===== config.mk =====
export PLATFORM = sky130hd
export DESIGN_NAME = muldiv_unit
export DESIGN_NICKNAME = d
export VERILOG_FILES = /design/src/rtl/mdu_pkg.sv /design/src/rtl/mdu_addsub.sv /design/src/rtl/muldiv_unit.sv
export SDC_FILE = /design/constraint.sdc
export NUM_CORES = 1
export LEC_CHECK = 0
export BUFFER_PORTS_ARGS = -buffer_cell sky130_fd_sc_hd__buf_2
export CORE_UTILIZATION = 46
export DETAILED_ROUTE_END_ITERATION = 6
export SYNTH_ARGS = -nofsm -noshare
export SYNTH_HDL_FRONTEND = slang
export SYNTH_SLANG_ARGS = --single-unit
export TNS_END_PERCENT = 30

===== constraint.sdc =====
create_clock -name clk -period 5.11 [get_ports clk]
set_input_delay 0.7665 -clock clk [delete_from_list [all_inputs] [get_ports clk]]
set_output_delay 0.7665 -clock clk [all_outputs]
set_load 0.01 [all_outputs]

===== src/rtl/mdu_pkg.sv =====
// rtl/mdu_pkg.sv - shared types and constants for the multiply/divide unit
package mdu_pkg;
    localparam int MDU_WIDTH = 32;
    localparam int MDU_CNT_W = $clog2(MDU_WIDTH);

    typedef enum logic [2:0] {
        OP_MULT  = 3'b000,
        OP_MULTU = 3'b001,
        OP_DIV   = 3'b010,
        OP_DIVU  = 3'b011,
        OP_MTHI  = 3'b100,
        OP_MTLO  = 3'b101
    } mdu_op_t;

    typedef enum logic [1:0] {
        IDLE,
        RUN,
        FIX
    } mdu_state_t;
endpackage


===== src/rtl/mdu_addsub.sv =====
// rtl/mdu_addsub.sv - WIDTH+1-bit adder/subtractor shared by multiply and divide steps
module mdu_addsub #(
    parameter int WIDTH = 32
) (
    input  logic [WIDTH:0] x,
    input  logic [WIDTH:0] y,
    input  logic           sub,
    output logic [WIDTH:0] res
);
    assign res = sub ? (x - y) : (x + y);
endmodule


===== src/rtl/muldiv_unit.sv =====
// rtl/muldiv_unit.sv - iterative MULT/DIV sequencer owning the HI/LO register pair
import mdu_pkg::*;

module muldiv_unit #(
    parameter int WIDTH = MDU_WIDTH
) (
    input  logic             clk,
    input  logic             reset_n,
    input  logic             start,
    input  logic [2:0]       op,
    input  logic [WIDTH-1:0] a,
    input  logic [WIDTH-1:0] b,
    input  logic             abort,
    output logic             busy,
    output logic             done,
    output logic [WIDTH-1:0] hi,
    output logic [WIDTH-1:0] lo
);
    localparam int CNT_W = (WIDTH == MDU_WIDTH) ? MDU_CNT_W : $clog2(WIDTH);
    localparam logic [CNT_W-1:0] CNT_LAST = CNT_W'(WIDTH - 1);

    mdu_state_t       state, state_nxt;
    logic [CNT_W-1:0] cnt;
    logic [WIDTH-1:0] acc_hi, acc_lo, opnd;
    logic             is_div, neg_q, neg_r;

    logic             md_op, signed_op, div_op, a_neg, b_neg;
    logic [WIDTH-1:0] a_mag, b_mag;
    logic [WIDTH:0]   as_x, as_y, as_res;
    logic             trial_ok;
    logic [2*WIDTH-1:0] prod, prod_fix;
    logic [WIDTH-1:0] quo_fix, rem_fix;

    assign md_op     = (op == OP_MULT) || (op == OP_MULTU) || (op == OP_DIV) || (op == OP_DIVU);
    assign signed_op = (op == OP_MULT) || (op == OP_DIV);
    assign div_op    = (op == OP_DIV) || (op == OP_DIVU);
    assign a_neg     = signed_op && a[WIDTH-1];
    assign b_neg     = signed_op && b[WIDTH-1];
    assign a_mag     = a_neg ? (~a + 1'b1) : a;
    assign b_mag     = b_neg ? (~b + 1'b1) : b;

    // Divide shifts the next dividend bit into the partial remainder before the trial subtract.
    assign as_x = is_div ? {acc_hi, acc_lo[WIDTH-1]} : {1'b0, acc_hi};
    assign as_y = {1'b0, opnd};
    assign trial_ok = ~as_res[WIDTH];

    mdu_addsub #(.WIDTH(WIDTH)) u_addsub (
        .x   (as_x),
        .y   (as_y),
        .sub (is_div),
        .res (as_res)
    );

    assign prod     = {acc_hi, acc_lo};
    assign prod_fix = neg_q ? (~prod + 1'b1) : prod;
    // A zero divisor leaves an all-ones quotient regardless of operand signs.
    assign quo_fix  = (neg_q && (opnd != '0)) ? (~acc_lo + 1'b1) : acc_lo;
    assign rem_fix  = neg_r ? (~acc_hi + 1'b1) : acc_hi;

    assign busy = (state != IDLE);

    always_ff @(posedge clk or negedge reset_n) begin
        if (!reset_n) state <= IDLE;
        else          state <= state_nxt;
    end

    always_comb begin
        state_nxt = state;
        case (state)
            IDLE:    if (start && !abort && md_op) state_nxt = RUN;
            RUN:     if (abort) state_nxt = IDLE;
                     else if (cnt == CNT_LAST) state_nxt = FIX;
            FIX:     state_nxt = IDLE;
            default: state_nxt = IDLE;
        endcase
    end

    always_ff @(posedge clk or negedge reset_n) begin
        if (!reset_n) begin
            cnt    <= '0;
            acc_hi <= '0;
            acc_lo <= '0;
            opnd   <= '0;
            is_div <= 1'b0;
            neg_q  <= 1'b0;
            neg_r  <= 1'b0;
            hi     <= '0;
            lo     <= '0;
            done   <= 1'b0;
        end else begin
            done <= 1'b0;
            case (state)
                IDLE: if (start && !abort) begin
                    if (md_op) begin
                        cnt    <= '0;
                        is_div <= div_op;
                        neg_q  <= a_neg ^ b_neg;
                        neg_r  <= a_neg;
                        acc_hi <= '0;
                        acc_lo <= div_op ? a_mag : b_mag;
                        opnd   <= div_op ? b_mag : a_mag;
                    end else if (op == OP_MTHI) begin
                        hi <= a;
                    end else if (op == OP_MTLO) begin
                        lo <= a;
                    end
                end
                RUN: if (!abort) begin
                    cnt <= cnt + 1'b1;
                    if (is_div) begin
                        acc_hi <= trial_ok ? as_res[WIDTH-1:0] : as_x[WIDTH-1:0];
                        acc_lo <= {acc_lo[WIDTH-2:0], trial_ok};
                    end else if (acc_lo[0]) begin
                        {acc_hi, acc_lo} <= {as_res, acc_lo[WIDTH-1:1]};
                    end else begin
                        {acc_hi, acc_lo} <= {1'b0, acc_hi, acc_lo[WIDTH-1:1]};
                    end
                end
                FIX: if (!abort) begin
                    done <= 1'b1;
                    if (is_div) begin
                        hi <= rem_fix;
                        lo <= quo_fix;
                    end else begin
                        hi <= prod_fix[2*WIDTH-1:WIDTH];
                        lo <= prod_fix[WIDTH-1:0];
                    end
                end
                default: ;
            endcase
        end
    end
endmodule


==> qor.txt <==
Drc violations - 0
Max cap viols - 0
Fin crit share - 95.0%
CTS Buf Count - 17
Final hold slack - 0.318 ns
Max-slew violations - 0
Clock-pin slew of the registers on the worst-case setup and hold paths - 0.08 ns
Ys Warns - 0
Filler Cells Inserted - 3012
Clk buf depth - 2
Min-delay worst type - in2async
Share of layout cells above drive strength 1 - 15.5%
Peak supply drop - 0.362 mV
Syn avg cell area - 7.79 sq um
Area contributors post-synth - dfrtp_1 (29%), xnor2_1 (6.8%), nand2_1 (6.4%)
Grt total ovfl - 0
Run status - finished, final reports clean
Wire per inst - 22.9 microns
Synth cell types - 82
Area grow syn2layout - 11.2%
Clk sink count - 171
Routed Antenna Nets - 0
Fmax - 206 MHz
Starting DRT DRC Count - 1784
Crit end category - register
Die area - 32600 sq um
Async SR Flop Fraction - 100%
Ys flop type - dfrtp_1
Vias post-DR - 14600
TritonCTS clock tree - done
Floorplan row count - 64
Synth top area share - 29.2%
Critical path class - reg2reg
Initial antenna violation count - 0
Core area - 31000 sq um
Setup-failing EPs final - 0
First-pass GRT wire length - 80.6 mm
Mapped Cells - 1881
Clk_lat worst skew - 0.45 ns
CP startpoint kind - register
Syn Nets - 1992
Seq cells post-synth - 171
Die height - 180 microns
Leading area contributor after synthesis - dfrtp_1
CP required - 5.43 ns
Post-Route Skew - 0.0128 ns
Largest net degree at the start of global routing - 96
Pleak - 0.00699 uW
Pin slew with the least headroom to its limit - 1.19 ns
Port bufs - 136
Crit-path max FO - 26
Via density - 6.24
Fin area - 16300 sq um
GRT Resource Usage Total - 32.5%
H-Tree Depth - 4
Clk root buf - clkbuf_16
Register area share after synthesis - 29.2%
Post-DP HPWL - 41.1 mm
Layout net count - 2043
Vias in the first global route - 13200
Final Hold Vio Count - 0
Antenna cell count - 0
Final worst path period need - 4.85 ns
RePlAce Congestion - 0.941
Post-Route WL - 53.7 mm
Starting Density - 47.3%
Mapped Area - 14600 sq um
DP Area - 15600 sq um
Pre-antenna DRT Iters - 5
Crit path DAT - 5.17 ns
I/O pin count - 137
Cell area power density - 509 nW/um^2
Hold-fix buffers, CTS - 0
Worst slack, placed - 0.0486 ns
Post-synth EDFFs - 0
Worst setup margin - 0.258 ns
Chip Width - 180 microns
Final core occ - 52.6%
Slew HR - 20.4%
-- cells by family (layout without fill, tap and decap cells) --
group                      Yosys count  count (layout)  synth area share (%)
AOI/OAI and AO/OA                  560             560                  23.9
muxes                               95              95                  7.06
xor gates and xnor gates           182             182                  10.9
buffers and inverters              172             236                  4.72
DFF                                171             171                  29.2
and+or+nand+nor                    661             661                  20.8
adders and majority gates           40              40                  3.47
-- registers in the layout (all words and copies together) (netlist names) --
name    flops
state       2
cnt         5
acc_lo     32
neg_q       1
is_div      1
done        1
lo         32
opnd       32
acc_hi     32
neg_r       1
hi         32
-- metrics by stage --
stage / setup TNS [ns] / instances / total power, uW
after floorplan: 0 / 1881 / 5280
after global placement: 0 / 2307 / 6680
after detailed placement: 0 / 2307 / 6720
after CTS: 0 / 2339 / 8110
after global routing: -0.0308 / 2341 / 8780
final: 0 / 2341 / 8300
-- Yosys cell counts, types with 39 or more instances --
master    count
mux2_2       58
nor3_1       43
xnor2_1     114
nor2_1      196
dfrtp_1     171
clkbuf_1    114
ha_1         39
nand2_1     251
xor2_1       68
a21oi_1     150
o21ai_0     179
o31ai_1      42
-- routing by layer --
metal / GRT usage [%] / share of wire [%] / vias up
met5: 0 / 0 / -
met2: 46.5 / 41 / 691
li1: - / - / 6849
met3: 8.75 / 10 / 58
met4: 8.58 / 2.2 / 0
met1: 47.7 / 46 / 7004
-- worst paths after layout --
check                      cells past startpoint                     end  slack, ns           startpoint
max in group asynchronous                      2  acc_hi[26]$_DFFE_PN0P_       3.79              reset_n
min in group clk                               2      lo[24]$_DFFE_PN0P_       0.48   lo[24]$_DFFE_PN0P_
max                                           19  acc_hi[17]$_DFFE_PN0P_       0.26  opnd[0]$_DFFE_PN0P_
max reg2reg                                   19  acc_hi[17]$_DFFE_PN0P_       0.26  opnd[0]$_DFFE_PN0P_
min                                            1      lo[24]$_DFFE_PN0P_       0.32              reset_n
min reg2reg                                    2      lo[24]$_DFFE_PN0P_       0.48   lo[24]$_DFFE_PN0P_
-- final cells by class --
type	instances	area [sq um]	share of cell area, %
Clock inverter	15	175	1.08
Tap cell	396	495	3.04
Inverter	30	113	0.691
Sequential cell	171	4280	26.3
Clock buffer	17	425	2.61
Multi-Input combinational cell	1538	9780	60.0
Timing Repair Buffer	174	1020	6.28
-- critical path, stage by stage, from the launching register on --
cell and delay, ns:
dfrtp_1 0.47, inv_1 0.13, ha_1 0.28, nor2b_1 0.17, and4b_1 0.32, nand2_1 0.10
nor4_1 0.27, a21oi_1 0.14, xnor2_1 0.18, ha_1 0.42, nand2_1 0.15, or3_1 0.46
nor3_1 0.30, nor3b_4 0.28, nor3_2 0.08, o22a_1 0.24, buf_12 0.19, mux2_4 0.31
a22oi_1 0.15, o21ai_1 0.08
-- power breakdown --
group          switching, uW  total, uW  internal, uW
Combinational           2760       4610          1850
Sequential               610       2300          1690
Clock                    677       1380           702
Total                   4050       8300          4250
-- timing repair --
action	4_1_cts	5_1_grt
gates resized for setup	1	10
pin swaps	0	1
buffers inserted	0	2
endpoints found under the setup margin	1	33
-- placed cells by master (no fill, tap or decap), types with 9 or more instances in the layout --
cell / instances
buf_2: 135
a31oi_1: 19
o22ai_1: 10
nor3_1: 42
o31ai_1: 42
o211ai_1: 15
nand3_1: 33
a21o_1: 12
nand2_1: 250
nor4_1: 18
dfrtp_1: 170
and2_1: 14
a211oi_1: 14
or3_1: 14
o221ai_1: 9
nor2_1: 196
mux2_2: 58
clkbuf_16: 17
nor2b_1: 14
mux2i_1: 35
inv_1: 29
a21oi_1: 150
or4_1: 12
o21ai_0: 177
o41ai_1: 14
buf_4: 34
a221oi_1: 18
xnor2_1: 114
a22o_1: 15
xor2_1: 68
and3_1: 15
nand2b_1: 13
ha_1: 38
Note: power is estimated with default switching activity, not from simulation.
